`src/rtl/regfile_dump.sv`:
```
// regfile_dump: walks register-file addresses 0..NREGS-1 through an
// asynchronous read port and streams each value out over a valid/ready
// handshake, one word every two cycles at full throughput.
//
// Optional feature: define REGDUMP_CSUM_EN to append a 33rd word (out_idx=32)
// carrying the XOR of all dumped words.
//
// Ports:
//   clk       - single clock, rising edge
//   rstn      - asynchronous active-low reset
//   start     - dump request, honoured only while idle
//   rd_addr   - register-file read address (equals idx[4:0])
//   rd_data   - combinational register-file read data for rd_addr
//   out_valid - out_data/out_idx hold a word
//   out_ready - sink accepts the word this cycle
//   out_data  - dumped value (registered)
//   out_idx   - index of out_data (0..NREGS-1, or 32 for the checksum)
//   busy      - high whenever the controller is not idle
//   done      - one-cycle pulse when the dump completes
module regfile_dump #(
  parameter int NREGS = 32
) (
  input  logic        clk,
  input  logic        rstn,
  input  logic        start,
  output logic [4:0]  rd_addr,
  input  logic [31:0] rd_data,
  output logic        out_valid,
  input  logic        out_ready,
  output logic [31:0] out_data,
  output logic [5:0]  out_idx,
  output logic        busy,
  output logic        done
);

`ifdef REGDUMP_CSUM_EN
  typedef enum logic [2:0] {
    S_IDLE = 3'd0,
    S_LOAD = 3'd1,
    S_SEND = 3'd2,
    S_CSUM = 3'd3,
    S_DONE = 3'd4
  } state_e;
`else
  typedef enum logic [2:0] {
    S_IDLE = 3'd0,
    S_LOAD = 3'd1,
    S_SEND = 3'd2,
    S_DONE = 3'd4
  } state_e;
`endif

  localparam logic [5:0] LAST_IDX = 6'(NREGS - 1);
`ifdef REGDUMP_CSUM_EN
  localparam logic [5:0] CSUM_IDX = 6'd32;
`endif

  state_e      state_q, state_d;
  logic [5:0]  idx_q, idx_d;
  logic        out_valid_q, out_valid_d;
  logic [31:0] out_data_q, out_data_d;
  logic [5:0]  out_idx_q, out_idx_d;
  logic        busy_q, busy_d;
  logic        done_q, done_d;
`ifdef REGDUMP_CSUM_EN
  logic [31:0] csum_q, csum_d;
`endif

  logic        xfer_s;

  assign xfer_s    = out_valid_q && out_ready;
  assign rd_addr   = idx_q[4:0];
  assign out_valid = out_valid_q;
  assign out_data  = out_data_q;
  assign out_idx   = out_idx_q;
  assign busy      = busy_q;
  assign done      = done_q;

  // Next-state and next-output computation for the dump sequencer.
  always_comb begin
    state_d     = state_q;
    idx_d       = idx_q;
    out_valid_d = out_valid_q;
    out_data_d  = out_data_q;
    out_idx_d   = out_idx_q;
`ifdef REGDUMP_CSUM_EN
    csum_d      = csum_q;
`endif
    case (state_q)
      S_IDLE: begin
        if (start) begin
          idx_d   = 6'd0;
          state_d = S_LOAD;
`ifdef REGDUMP_CSUM_EN
          csum_d  = 32'd0;
`endif
        end else begin
          state_d = S_IDLE;
        end
      end
      S_LOAD: begin
        // Each word is a fresh sample of the register file at this cycle.
        out_data_d  = rd_data;
        out_idx_d   = idx_q;
        out_valid_d = 1'b1;
`ifdef REGDUMP_CSUM_EN
        csum_d      = csum_q ^ rd_data;
`endif
        state_d     = S_SEND;
      end
      S_SEND: begin
        if (xfer_s) begin
          out_valid_d = 1'b0;
          if (idx_q == LAST_IDX) begin
`ifdef REGDUMP_CSUM_EN
            state_d = S_CSUM;
`else
            state_d = S_DONE;
`endif
          end else begin
            idx_d   = idx_q + 6'd1;
            state_d = S_LOAD;
          end
        end else begin
          state_d = S_SEND;
        end
      end
`ifdef REGDUMP_CSUM_EN
      S_CSUM: begin
        // First CSUM cycle presents the checksum word; it then holds until taken.
        if (!out_valid_q) begin
          out_valid_d = 1'b1;
          out_data_d  = csum_q;
          out_idx_d   = CSUM_IDX;
        end else if (out_ready) begin
          out_valid_d = 1'b0;
          state_d     = S_DONE;
        end else begin
          state_d     = S_CSUM;
        end
      end
`endif
      S_DONE: begin
        state_d = S_IDLE;
      end
      default: begin
        state_d     = S_IDLE;
        out_valid_d = 1'b0;
      end
    endcase
    // Status outputs are registered against the state being entered.
    busy_d = (state_d != S_IDLE);
    done_d = (state_d == S_DONE);
  end

  // State and output registers with asynchronous reset.
  always_ff @(posedge clk or negedge rstn) begin
    if (!rstn) begin
      state_q     <= S_IDLE;
      idx_q       <= 6'd0;
      out_valid_q <= 1'b0;
      out_data_q  <= 32'd0;
      out_idx_q   <= 6'd0;
      busy_q      <= 1'b0;
      done_q      <= 1'b0;
`ifdef REGDUMP_CSUM_EN
      csum_q      <= 32'd0;
`endif
    end else begin
      state_q     <= state_d;
      idx_q       <= idx_d;
      out_valid_q <= out_valid_d;
      out_data_q  <= out_data_d;
      out_idx_q   <= out_idx_d;
      busy_q      <= busy_d;
      done_q      <= done_d;
`ifdef REGDUMP_CSUM_EN
      csum_q      <= csum_d;
`endif
    end
  end

endmodule

```
`config.mk`:
```
export PLATFORM = sky130hd
export DESIGN_NAME = regfile_dump
export DESIGN_NICKNAME = d
export VERILOG_FILES = /design/src/rtl/regfile_dump.sv
export SDC_FILE = /design/constraint.sdc
export NUM_CORES = 1
export LEC_CHECK = 0
export CORE_UTILIZATION = 40
export CTS_CLUSTER_SIZE = 8
export DETAILED_ROUTE_END_ITERATION = 10
export PLACE_DENSITY = 0.72
export SYNTH_ARGS = -nofsm -noshare
export SYNTH_HDL_FRONTEND = slang
export SYNTH_SLANG_ARGS = --single-unit
```
`constraint.sdc`:
```
create_clock -name clk -period 5.2 [get_ports clk]
set_input_delay 0.78 -clock clk [delete_from_list [all_inputs] [get_ports clk]]
set_output_delay 0.78 -clock clk [all_outputs]
set_load 0.05 [all_outputs]
```
==> impl_metrics.prom, run 1 <==
# TYPE chip_impl_metric gauge
chip_impl_metric{name="timing.critical_path.fanout_max",unit=""} 9
chip_impl_metric{name="post_route_cells_drive_above_1_share",unit="%"} 25.1
chip_impl_metric{name="detailedRoute.firstPassIterationCount",unit=""} 4
chip_impl_metric{name="syn_inst",unit=""} 138
chip_impl_metric{name="post_synth_num_cell_types",unit=""} 29
chip_impl_info{name="worstSetupPathType",value="flip-flop to output port"} 1
chip_impl_metric{name="ys_warn_count",unit=""} 0
chip_impl_metric{name="final.min_clock_period",unit="ps"} 2500
chip_impl_metric{name="finalSetupViolations",unit=""} 0
chip_impl_metric{name="synth_largest_type_area_fraction",unit="%"} 61.9
chip_impl_metric{name="floorplan.die_area",unit="µm²"} 5340
chip_impl_metric{name="pin_count_of_the_biggest_net_entering_global_routing",unit=""} 51
chip_impl_metric{name="nets_in_the_synthesized_netlist",unit=""} 175
chip_impl_metric{name="seq_area_frac_synth",unit="%"} 61.9
chip_impl_metric{name="drt-total-wl",unit="mm"} 4.38
chip_impl_metric{name="cts-buffers-inserted",unit=""} 5
chip_impl_metric{name="number_of_remaining_drc_errors",unit=""} 0
chip_impl_metric{name="clock_latency_on_the_worst_skew_pair",unit="ps"} 300
chip_impl_info{name="synth_common_cells",value="sky130_fd_sc_hd__dfrtp_1 (50), sky130_fd_sc_hd__mux2_2 (39), sky130_fd_sc_hd__a21oi_1 (6)"} 1
chip_impl_metric{name="report.final.hold_viol_count",unit=""} 0
chip_impl_metric{name="worst-endpoint-required",unit="ps"} 4420
chip_impl_metric{name="timing.critical_path.arrival",unit="ps"} 1720
chip_impl_metric{name="floorplan.initialDensity",unit="%"} 42.2
chip_impl_metric{name="static_leakage",unit="nW"} 1.25
chip_impl_metric{name="gpl.final_weighted_congestion",unit=""} 0.766
chip_impl_metric{name="wire_length_per_cell",unit="µm"} 15.3
chip_impl_metric{name="fmax",unit="GHz"} 0.401
chip_impl_metric{name="timing_worst_slew_pin_value",unit="ps"} 1080
chip_impl_metric{name="drv_slew",unit=""} 0
chip_impl_metric{name="layout_setup_ws",unit="ps"} 2700
chip_impl_metric{name="std_cell_rows",unit=""} 25
chip_impl_metric{name="power.density_cell_area",unit="nW/µm²"} 729
chip_impl_metric{name="cts.repair_timing.setup_buffer_count",unit=""} 0
chip_impl_metric{name="worst_setup_timing_slack_at_the_placement_stage",unit="ps"} 2830
chip_impl_info{name="synth.largest_area_cell",value="sky130_fd_sc_hd__dfrtp_1"} 1
chip_impl_metric{name="totalPowerFinal",unit="mW"} 2.17
chip_impl_metric{name="antenna_cells_inserted",unit=""} 0
chip_impl_metric{name="numClockSinks",unit=""} 50
chip_impl_metric{name="clock_tree.htree_level_count",unit=""} 2
chip_impl_metric{name="area.growth.synth_to_final",unit="%"} 47.1
chip_impl_metric{name="max-cap-violations",unit=""} 0
chip_impl_metric{name="asyncSetResetFlopFracSynth",unit="%"} 100
chip_impl_metric{name="cts.hold.buffers_added",unit=""} 0
chip_impl_metric{name="first_global_vias",unit=""} 1507
chip_impl_metric{name="global_route.usage.total",unit="%"} 18.4
chip_impl_metric{name="avgViaCountPerCell",unit=""} 4.92
chip_impl_metric{name="critPathBufInv",unit=""} 1
chip_impl_metric{name="totalNegativeSetupSlack",unit="ps"} 0
chip_impl_metric{name="overflow",unit=""} 0
chip_impl_info{name="tritoncts_clock_tree",value="built"} 1
chip_impl_metric{name="antenna_found_initial",unit=""} 0
chip_impl_metric{name="die-width",unit="µm"} 73.1
chip_impl_info{name="rsz0062_at_grt",value="false"} 1
chip_impl_info{name="yosys_most_used_dff",value="sky130_fd_sc_hd__dfrtp_1"} 1
chip_impl_metric{name="ant_nets",unit=""} 0
chip_impl_info{name="cts_root_buf",value="sky130_fd_sc_hd__clkbuf_8"} 1
chip_impl_metric{name="final_net_count",unit=""} 255
chip_impl_metric{name="core",unit="µm²"} 4790
chip_impl_metric{name="syn_avg_cell_area",unit="µm²"} 14.7
chip_impl_metric{name="maximum_resistive_drop_on_vdd",unit="mV"} 0.400
chip_impl_metric{name="cts.repair.resized",unit=""} 0
chip_impl_metric{name="worst_slew_margin_rel",unit="%"} 28.2
chip_impl_metric{name="place_hpwl",unit="mm"} 3.34
chip_impl_metric{name="worst_clock_skew",unit="ps"} 5.60
chip_impl_metric{name="synth_enable_flop_cells",unit=""} 0
chip_impl_metric{name="vias",unit=""} 1406
chip_impl_metric{name="cp_slowest_stage_delay",unit="ps"} 880
chip_impl_info{name="crit_path_end_kind",value="output port"} 1
chip_impl_info{name="synth.top_cells.by_area",value="sky130_fd_sc_hd__dfrtp_1 (62%), sky130_fd_sc_hd__mux2_2 (22%), sky130_fd_sc_hd__buf_4 (1.9%), sky130_fd_sc_hd__a21oi_1 (1.5%), sky130_fd_sc_hd__a311oi_4 (1.3%)"} 1
chip_impl_metric{name="synthesis.area",unit="µm²"} 2020
chip_impl_info{name="critPathLaunchType",value="flip-flop"} 1
chip_impl_metric{name="fp.dieH",unit="µm"} 73.1
chip_impl_metric{name="clock_path_buffers",unit=""} 2
chip_impl_info{name="critical_path.cell_chain",value="clkdlybuf4s50_1"} 1
chip_impl_metric{name="final.period_utilization",unit="%"} 48.0
chip_impl_info{name="post-synth-top-count-cell",value="sky130_fd_sc_hd__dfrtp_1"} 1
chip_impl_info{name="critical-path-top-delay-family",value="buffers and inverters"} 1
chip_impl_info{name="timing.hold.worst.class",value="flip-flop to flip-flop"} 1
chip_impl_metric{name="first_iter_violations",unit=""} 59
chip_impl_metric{name="placement.io_buffers",unit=""} 81
chip_impl_metric{name="io_pins",unit=""} 82
chip_impl_info{name="status",value="complete, no violations"} 1
chip_impl_metric{name="grt_pass1_wl",unit="mm"} 7.27
chip_impl_info{name="slowest_stage",value="sky130_fd_sc_hd__clkdlybuf4s50_1"} 1
chip_impl_metric{name="postSynthRegisterBits",unit=""} 50
chip_impl_metric{name="cts_clk_pin_slew_worst_paths",unit="ps"} 90
sequential cells by signal (all words and copies together), names as in the netlist:
name       count
busy           1
out_valid      1
idx_q          6
done           1
out_data      32
state_q        3
out_idx        6
path summary, 6_finish.rpt:
kind,startpoint,end,slack (ps),depth (start not counted)
setup / recovery,idx_q[4],rd_addr[4],2700,1
hold / removal,out_data[29],out_data[29],510,1
setup reg to reg,idx_q[0],idx_q[4],3290,5
hold reg to reg,out_data[29],out_data[29],510,1
max in group asynchronous,rstn,out_idx[2],3860,1
min in group asynchronous,rstn,idx_q[2],670,1
where the power goes:
| group | leakage [nW] | switching (mW) | internal [mW] |
|---|---|---|---|
| Combinational | 0.574 | 0.770 | 0.476 |
| Sequential | 0.616 | 0.101 | 0.555 |
| Clock | 0.0579 | 0.122 | 0.142 |
| Total | 1.25 | 0.994 | 1.17 |
per-layer routing:
metal | wire (µm) | global-route usage [%] | part of all wire (%)
met1 | 1780 | 21.8 | 41
met5 | 0 | 0 | 0
met2 | 2260 | 31.8 | 52
met3 | 286 | 5.80 | 6.5
met4 | 57 | 5.88 | 1.3
logic make-up (layout without fill, tap and decap cells):
kind of cell | count (synthesis) | count (layout) | share of synthesized area [%]
flops | 50 | 50 | 61.9
mux | 39 | 39 | 21.7
simple gates | 19 | 19 | 5.63
compound gates | 17 | 17 | 6.50
buf+inv | 12 | 93 | 3.65
fa+ha+maj | 1 | 1 | 0.619
per-stage QoR:
| step | util, % | instances | hold WS [ps] | instance area, µm² |
|---|---|---|---|---|
| 2_1_floorplan | - | 138 | 474 | 2020 |
| 6_report | 62.1 | 286 | 512 | 2970 |
| 5_1_grt | 62.1 | 286 | 532 | 2970 |
| 3_5_place_dp | 59.9 | 278 | 496 | 2870 |
| 4_1_cts | 62.1 | 286 | 516 | 2970 |
| 3_3_place_gp | 59.9 | 278 | 489 | 2870 |
layout by cell type, fill, tap and decap left out, types with 2 or more instances in the layout:
master / n
sky130_fd_sc_hd__clkbuf_8: 5
sky130_fd_sc_hd__a21oi_1: 6
sky130_fd_sc_hd__o21ai_0: 2
sky130_fd_sc_hd__dfrtp_1: 50
sky130_fd_sc_hd__buf_4: 2
sky130_fd_sc_hd__clkinv_2: 2
sky130_fd_sc_hd__inv_1: 2
sky130_fd_sc_hd__o21a_1: 2
sky130_fd_sc_hd__a211oi_1: 2
sky130_fd_sc_hd__clkdlybuf4s50_1: 80
sky130_fd_sc_hd__nand2_1: 3
sky130_fd_sc_hd__nor3_1: 3
sky130_fd_sc_hd__nand3_1: 2
sky130_fd_sc_hd__mux2_2: 39
sky130_fd_sc_hd__and3_1: 2
area by class of cell:
type                       count  area, µm²
timing repair buffer          83        821
multi-input combinational     76        702
fill                         382       1810
clock inverter                 3       40.0
tap                           67       83.8
sequential                    50       1250
clock buffer                   5       68.8
inverter                       2       7.51
Power figures use the tool's default switching activity.
==> run 2, diff against run 1 <==
Clock period 5.2 ns to 2.5 ns, I/O delays scaled along.
==> run 2 against run 1 <==
  * Worst setup slack got worse by 2200 ps
  * Critical path depth did not move
  * Critical path type unchanged
  * Largest power group unchanged
  * First-iteration DRC count fell by 3.4%
  * Final cell count rose by 1.0%
  * Sequential share of layout area fell by 0.78 points
  * Sequential power rose by 110%
==> impl_metrics.prom, run 2 (same netlist as run 1, synthesis figures left out) <==
# TYPE chip_impl_metric gauge
chip_impl_info{name="status",value="complete, no violations"} 1
chip_impl_metric{name="std_cell_rows",unit=""} 25
chip_impl_metric{name="fp.dieH",unit="µm"} 73.1
chip_impl_metric{name="placement.io_buffers",unit=""} 81
chip_impl_metric{name="fill_cells",unit=""} 375
chip_impl_metric{name="worst_slew_margin_rel",unit="%"} 48.7
chip_impl_metric{name="critPathBufInv",unit=""} 1
chip_impl_metric{name="cts.hold.buffers_added",unit=""} 0
chip_impl_metric{name="cts_clk_pin_slew_worst_paths",unit="ps"} 90
chip_impl_metric{name="antenna_cells_inserted",unit=""} 0
chip_impl_info{name="worstSetupPathType",value="flip-flop to output port"} 1
chip_impl_metric{name="detailedRoute.firstPassIterationCount",unit=""} 4
chip_impl_metric{name="maximum_resistive_drop_on_vdd",unit="mV"} 0.750
chip_impl_metric{name="gpl.final_weighted_congestion",unit=""} 0.798
chip_impl_metric{name="io_pins",unit=""} 82
chip_impl_metric{name="place_hpwl",unit="mm"} 3.25
chip_impl_metric{name="die-width",unit="µm"} 73.1
chip_impl_info{name="slowest_stage",value="sky130_fd_sc_hd__clkdlybuf4s50_1"} 1
chip_impl_info{name="timing.hold.worst.class",value="primary input to asynchronous set/reset pin"} 1
chip_impl_metric{name="first_iter_violations",unit=""} 57
chip_impl_metric{name="vias",unit=""} 1409
chip_impl_metric{name="wirelength_met1",unit="mm"} 1.85
chip_impl_metric{name="final_net_count",unit=""} 258
chip_impl_metric{name="grt_pass1_wl",unit="mm"} 7.24
chip_impl_info{name="critPathLaunchType",value="flip-flop"} 1
chip_impl_metric{name="floorplan.die_area",unit="µm²"} 5340
chip_impl_metric{name="floorplan.initialDensity",unit="%"} 42.2
chip_impl_metric{name="report.final.hold_viol_count",unit=""} 0
chip_impl_metric{name="antenna_found_initial",unit=""} 0
chip_impl_metric{name="totalNegativeSetupSlack",unit="ps"} 0
chip_impl_metric{name="clock_tree.htree_level_count",unit=""} 2
chip_impl_metric{name="cts.repair_timing.setup_buffer_count",unit=""} 0
chip_impl_metric{name="final.min_clock_period",unit="ps"} 1990
chip_impl_metric{name="first_global_vias",unit=""} 1552
chip_impl_metric{name="wire_length_per_cell",unit="µm"} 15.5
chip_impl_info{name="critical-path-top-delay-family",value="buffers and inverters"} 1
chip_impl_metric{name="cp_slowest_stage_delay",unit="ps"} 850
chip_impl_metric{name="power.density_cell_area",unit="nW/µm²"} 1540
chip_impl_metric{name="totalPowerFinal",unit="mW"} 4.66
chip_impl_metric{name="drv_slew",unit=""} 0
chip_impl_metric{name="ant_nets",unit=""} 0
chip_impl_metric{name="pin_count_of_the_biggest_net_entering_global_routing",unit=""} 37
chip_impl_metric{name="final.period_utilization",unit="%"} 79.5
chip_impl_info{name="rsz0062_at_grt",value="false"} 1
chip_impl_info{name="most_common_cell_after_layout_fill_and_taps_aside",value="sky130_fd_sc_hd__clkdlybuf4s50_1"} 1
chip_impl_metric{name="wl_met3",unit="µm"} 278
chip_impl_info{name="critical_path.cell_chain",value="clkdlybuf4s50_1"} 1
chip_impl_metric{name="fmax",unit="GHz"} 0.503
chip_impl_metric{name="static_leakage",unit="nW"} 1.28
chip_impl_metric{name="post_route_cells_drive_above_1_share",unit="%"} 26.1
chip_impl_info{name="cts_root_buf",value="sky130_fd_sc_hd__clkbuf_8"} 1
chip_impl_metric{name="overflow",unit=""} 0
chip_impl_metric{name="cts-buffers-inserted",unit=""} 5
chip_impl_info{name="crit_path_end_kind",value="output port"} 1
chip_impl_metric{name="area.growth.synth_to_final",unit="%"} 49.9
chip_impl_metric{name="timing_worst_slew_pin_value",unit="ps"} 770
chip_impl_info{name="highest_layer",value="met4"} 1
chip_impl_metric{name="cts.repair.resized",unit=""} 0
chip_impl_metric{name="number_of_remaining_drc_errors",unit=""} 0
chip_impl_metric{name="clock_latency_on_the_worst_skew_pair",unit="ps"} 300
chip_impl_metric{name="finalSetupViolations",unit=""} 0
chip_impl_info{name="most_frequent_cells_in_the_layout",value="sky130_fd_sc_hd__clkdlybuf4s50_1 (80), sky130_fd_sc_hd__dfrtp_1 (50), sky130_fd_sc_hd__mux2_2 (39)"} 1
chip_impl_metric{name="avgViaCountPerCell",unit=""} 4.88
chip_impl_metric{name="max-cap-violations",unit=""} 0
chip_impl_metric{name="largest_register_ffs",unit=""} 32
chip_impl_metric{name="multi_input_area",unit="µm²"} 702
chip_impl_metric{name="worst-endpoint-required",unit="ps"} 2120
chip_impl_metric{name="timing.critical_path.arrival",unit="ps"} 1610
chip_impl_metric{name="met2RoutedLength",unit="mm"} 2.29
chip_impl_metric{name="timing.critical_path.fanout_max",unit=""} 5
chip_impl_metric{name="core",unit="µm²"} 4790
chip_impl_metric{name="seq_area",unit="µm²"} 1250
chip_impl_metric{name="global_route.usage.total",unit="%"} 18.3
chip_impl_metric{name="worst_clock_skew",unit="ps"} 8.70
chip_impl_metric{name="numClockSinks",unit=""} 50
chip_impl_info{name="tritoncts_clock_tree",value="built"} 1
chip_impl_metric{name="clock_path_buffers",unit=""} 2
chip_impl_metric{name="drt-total-wl",unit="mm"} 4.47
## run 2: cell count changes in the layout (fill, tap and decap cells not counted), sizes merged
cell,before,now
buf,3,6
clkinv,2,0
bufinv,1,2
clkbuf,5,6
## run 2: cell type report
cell class              count  area share, %
multi-input cells          76           23.2
clock buffers               6           2.73
well taps                  67           2.77
clock inverters             2           1.98
repair buffers             86           27.8
flip-flops and latches     50           41.3
inverters                   2          0.248
## run 2: through the flow
stage / setup WS, ps / utilization (%) / std cells / instance area [µm²] / hold WS, ps
after floorplan: 767 / - / 138 / 2020 / 79.4
after global placement: 586 / 60.3 / 281 / 2890 / 486
after detailed placement: 541 / 60.3 / 281 / 2890 / 496
after CTS: 500 / 63.3 / 289 / 3030 / 176
after global routing: 450 / 63.3 / 289 / 3030 / 216
final: 513 / 63.3 / 289 / 3030 / 145
## run 2: power breakdown
part / switching, mW / internal (mW) / total [mW]
registers: 0.217 / 1.15 / 1.37
clock network: 0.256 / 0.427 / 0.682
logic: 1.61 / 0.995 / 2.60
total: 2.08 / 2.58 / 4.66
## run 2: worst paths after layout
kind	start	end	slack (ps)	depth (start not counted)
worst min register to register	out_data[31]	out_data[31]	510	1
worst max register to register	idx_q[0]	idx_q[4]	530	5
min in group clk	out_data[31]	out_data[31]	510	1
worst max-delay path	idx_q[0]	rd_addr[0]	510	1
worst min-delay path	rstn	idx_q[3]	140	1
max in group asynchronous	rstn	state_q[0]	1730	2
## run 2: layer usage
layer | vias up | global-route usage (%)
met5 | - | 0
met4 | 0 | 6.75
met3 | 4 | 5.66
met2 | 58 | 31.7
met1 | 696 | 21.4
li1 | 651 | -
==> run 3, diff against run 2 <==
Clock period 2.5 ns to 1.9 ns, I/O delays scaled along.
==> run 3 against run 2 <==
  * Sequential share of layout area grew 0.085 points
  * First-iteration DRC count grew 18%
  * Combinational power grew 33%
  * Final area shrank 0.21%
  * Sequential power grew 31%
  * Critical path type unchanged
  * Highest routed layer unchanged
  * Final cell count grew 0.69%
  * Clock-buffer cell count is the same
  * Critical endpoint is now rd_addr[1]
  * Critical path depth is the same
==> impl_metrics.prom, run 3 (same netlist as run 1, synthesis figures left out) <==
# TYPE chip_impl_metric gauge
chip_impl_metric{name="place_area",unit="µm²"} 2900
chip_impl_metric{name="numClockSinks",unit=""} 50
chip_impl_metric{name="clock_path_buffers",unit=""} 2
chip_impl_metric{name="cts-buffers-inserted",unit=""} 5
chip_impl_metric{name="clock_power_share",unit="%"} 12.4
chip_impl_metric{name="fin_worst_hold_slack",unit="ps"} 499
chip_impl_metric{name="worst_slew_margin_rel",unit="%"} 63.1
chip_impl_metric{name="final.min_clock_period",unit="ps"} 1830
chip_impl_metric{name="gpl.final_weighted_congestion",unit=""} 0.836
chip_impl_metric{name="max-cap-violations",unit=""} 0
chip_impl_metric{name="swShare",unit="%"} 46.0
chip_impl_metric{name="first_iter_violations",unit=""} 67
chip_impl_metric{name="critPathBufInv",unit=""} 1
chip_impl_metric{name="worst_clock_skew",unit="ps"} 9.72
chip_impl_metric{name="seq_area",unit="µm²"} 1250
chip_impl_info{name="slowest_stage",value="sky130_fd_sc_hd__clkdlybuf4s50_1"} 1
chip_impl_metric{name="antenna_cells_inserted",unit=""} 0
chip_impl_metric{name="timing.critical_path.fanout_max",unit=""} 5
chip_impl_metric{name="report.final.hold_viol_count",unit=""} 0
chip_impl_metric{name="net-switching-power",unit="mW"} 2.76
chip_impl_metric{name="floorplan.initialDensity",unit="%"} 42.2
chip_impl_metric{name="drv_slew",unit=""} 0
chip_impl_metric{name="fill_cells",unit=""} 381
chip_impl_metric{name="drt-total-wl",unit="mm"} 4.60
chip_impl_metric{name="number_of_remaining_drc_errors",unit=""} 0
chip_impl_info{name="tritoncts_clock_tree",value="built"} 1
chip_impl_metric{name="layout_setup_ws",unit="ps"} 65.4
chip_impl_metric{name="p_seq_share",unit="%"} 30.0
chip_impl_info{name="critical-path-top-delay-family",value="buffers and inverters"} 1
chip_impl_metric{name="detailedRoute.firstPassIterationCount",unit=""} 4
chip_impl_metric{name="post_route_cells_drive_above_1_share",unit="%"} 26.8
chip_impl_metric{name="cp_slowest_stage_delay",unit="ps"} 830
chip_impl_metric{name="worst-endpoint-required",unit="ps"} 1620
chip_impl_metric{name="cts.repair_timing.setup_buffer_count",unit=""} 0
chip_impl_metric{name="crit_cells",unit=""} 1
chip_impl_metric{name="die-width",unit="µm"} 73.1
chip_impl_metric{name="grt_pass1_wl",unit="mm"} 7.28
chip_impl_metric{name="timing_worst_slew_pin_value",unit="ps"} 554
chip_impl_metric{name="place_hpwl",unit="mm"} 3.34
chip_impl_info{name="worstSetupPathType",value="flip-flop to output port"} 1
chip_impl_metric{name="totalPowerFinal",unit="mW"} 6.00
chip_impl_metric{name="maximum_resistive_drop_on_vdd",unit="mV"} 1.35
chip_impl_info{name="status",value="complete, no violations"} 1
chip_impl_info{name="critPathLaunchType",value="flip-flop"} 1
chip_impl_metric{name="static_leakage",unit="nW"} 1.30
chip_impl_metric{name="final_net_count",unit=""} 260
chip_impl_metric{name="totalNegativeSetupSlack",unit="ps"} 0
chip_impl_metric{name="reg2regPathDepth",unit=""} 6
chip_impl_info{name="most_common_cell_after_layout_fill_and_taps_aside",value="sky130_fd_sc_hd__clkdlybuf4s50_1"} 1
chip_impl_metric{name="finalCoreUtilization",unit="%"} 63.2
chip_impl_metric{name="std_cell_rows",unit=""} 25
chip_impl_metric{name="ant_nets",unit=""} 0
chip_impl_metric{name="final_design_area_no_fill",unit="µm²"} 3020
chip_impl_metric{name="comb_power_share",unit="%"} 57.7
chip_impl_metric{name="fp.dieH",unit="µm"} 73.1
chip_impl_metric{name="timing.critical_path.arrival",unit="ps"} 1550
chip_impl_metric{name="finalSetupViolations",unit=""} 0
chip_impl_metric{name="cts_clk_pin_slew_worst_paths",unit="ps"} 100
chip_impl_metric{name="pin_count_of_the_biggest_net_entering_global_routing",unit=""} 29
chip_impl_metric{name="io_pins",unit=""} 82
chip_impl_metric{name="placement.io_buffers",unit=""} 81
chip_impl_metric{name="largest_register_ffs",unit=""} 32
chip_impl_info{name="cts_root_buf",value="sky130_fd_sc_hd__clkbuf_8"} 1
chip_impl_metric{name="worst_setup_timing_slack_at_the_placement_stage",unit="ps"} 129
chip_impl_metric{name="wire_length_per_cell",unit="µm"} 15.8
chip_impl_info{name="timing.hold.worst.class",value="primary input to asynchronous set/reset pin"} 1
chip_impl_info{name="crit_path_end_kind",value="output port"} 1
chip_impl_metric{name="multi_input_area",unit="µm²"} 702
chip_impl_info{name="critical_path.cell_chain",value="clkdlybuf4s50_1"} 1
chip_impl_metric{name="area.growth.synth_to_final",unit="%"} 49.6
chip_impl_info{name="rsz0062_at_grt",value="false"} 1
chip_impl_metric{name="avgViaCountPerCell",unit=""} 4.91
chip_impl_metric{name="intPower",unit="mW"} 3.24
chip_impl_metric{name="placed_cells",unit=""} 282
chip_impl_metric{name="layoutNonFillerInstCount",unit=""} 291
chip_impl_info{name="most_frequent_cells_in_the_layout",value="sky130_fd_sc_hd__clkdlybuf4s50_1 (76), sky130_fd_sc_hd__dfrtp_1 (50), sky130_fd_sc_hd__mux2_2 (39)"} 1
chip_impl_metric{name="power.density_cell_area",unit="nW/µm²"} 1980
chip_impl_metric{name="floorplan.die_area",unit="µm²"} 5340
chip_impl_metric{name="clock_tree.htree_level_count",unit=""} 2
chip_impl_metric{name="fmax",unit="GHz"} 0.545
chip_impl_metric{name="core",unit="µm²"} 4790
chip_impl_metric{name="final.period_utilization",unit="%"} 96.6
chip_impl_metric{name="clock_latency_on_the_worst_skew_pair",unit="ps"} 300
chip_impl_metric{name="first_global_vias",unit=""} 1516
chip_impl_metric{name="global_route.usage.total",unit="%"} 18.8
chip_impl_metric{name="antenna_found_initial",unit=""} 0
chip_impl_metric{name="vias",unit=""} 1430
chip_impl_metric{name="overflow",unit=""} 0
run 3: cell types whose count changed in the layout (fill, tap and decap cells not counted), sizes merged:
cell	previous run	this run
dlygate4sd3	0	1
buf	6	9
clkinvlp	0	1
bufinv	2	1
dlymetal6s2s	0	1
dlygate4sd2	0	1
clkdlybuf4s50	80	76
run 3: path summary, 6_finish.rpt:
check	slack, ps	startpoint	to
max	70	idx_q[1]	rd_addr[1]
min	500	rstn	out_data[2]
max reg2reg	80	idx_q[1]	idx_q[5]
min reg2reg	510	out_data[29]	out_data[29]
max in group asynchronous	860	rstn	out_data[20]
min in group clk	510	out_data[29]	out_data[29]
run 3: layout make-up:
type | instances | area share (%)
Inverter | 2 | 0.248
Clock inverter | 2 | 1.24
Clock buffer | 6 | 2.40
Timing Repair Buffer | 88 | 28.8
Multi-Input combinational cell | 76 | 23.2
Tap cell | 67 | 2.77
Sequential cell | 50 | 41.4
run 3: routing by layer:
metal  up-vias  GRT usage, %  share of wire, %
li1        654             -                 -
met1       698          20.6                40
met2        65          31.0                50
met3        13          7.60               7.2
met4         0          10.0               2.8
met5         -             0                 0
run 3: power by group through the flow:
stage	logic (mW)	registers [mW]	clock network (mW)
after floorplan	0.959	3.18	0
after global placement	3.42	1.78	0
after detailed placement	3.48	1.81	0
after CTS	3.49	1.80	0.759
after global routing	3.59	1.86	0.811
final	3.46	1.80	0.742
run 3: timing repair:
item,in CTS,in global routing
gates resized for setup,1,1
hold endpoints to repair,22,0
hold buffers,1,0
setup endpoints to repair,1,1
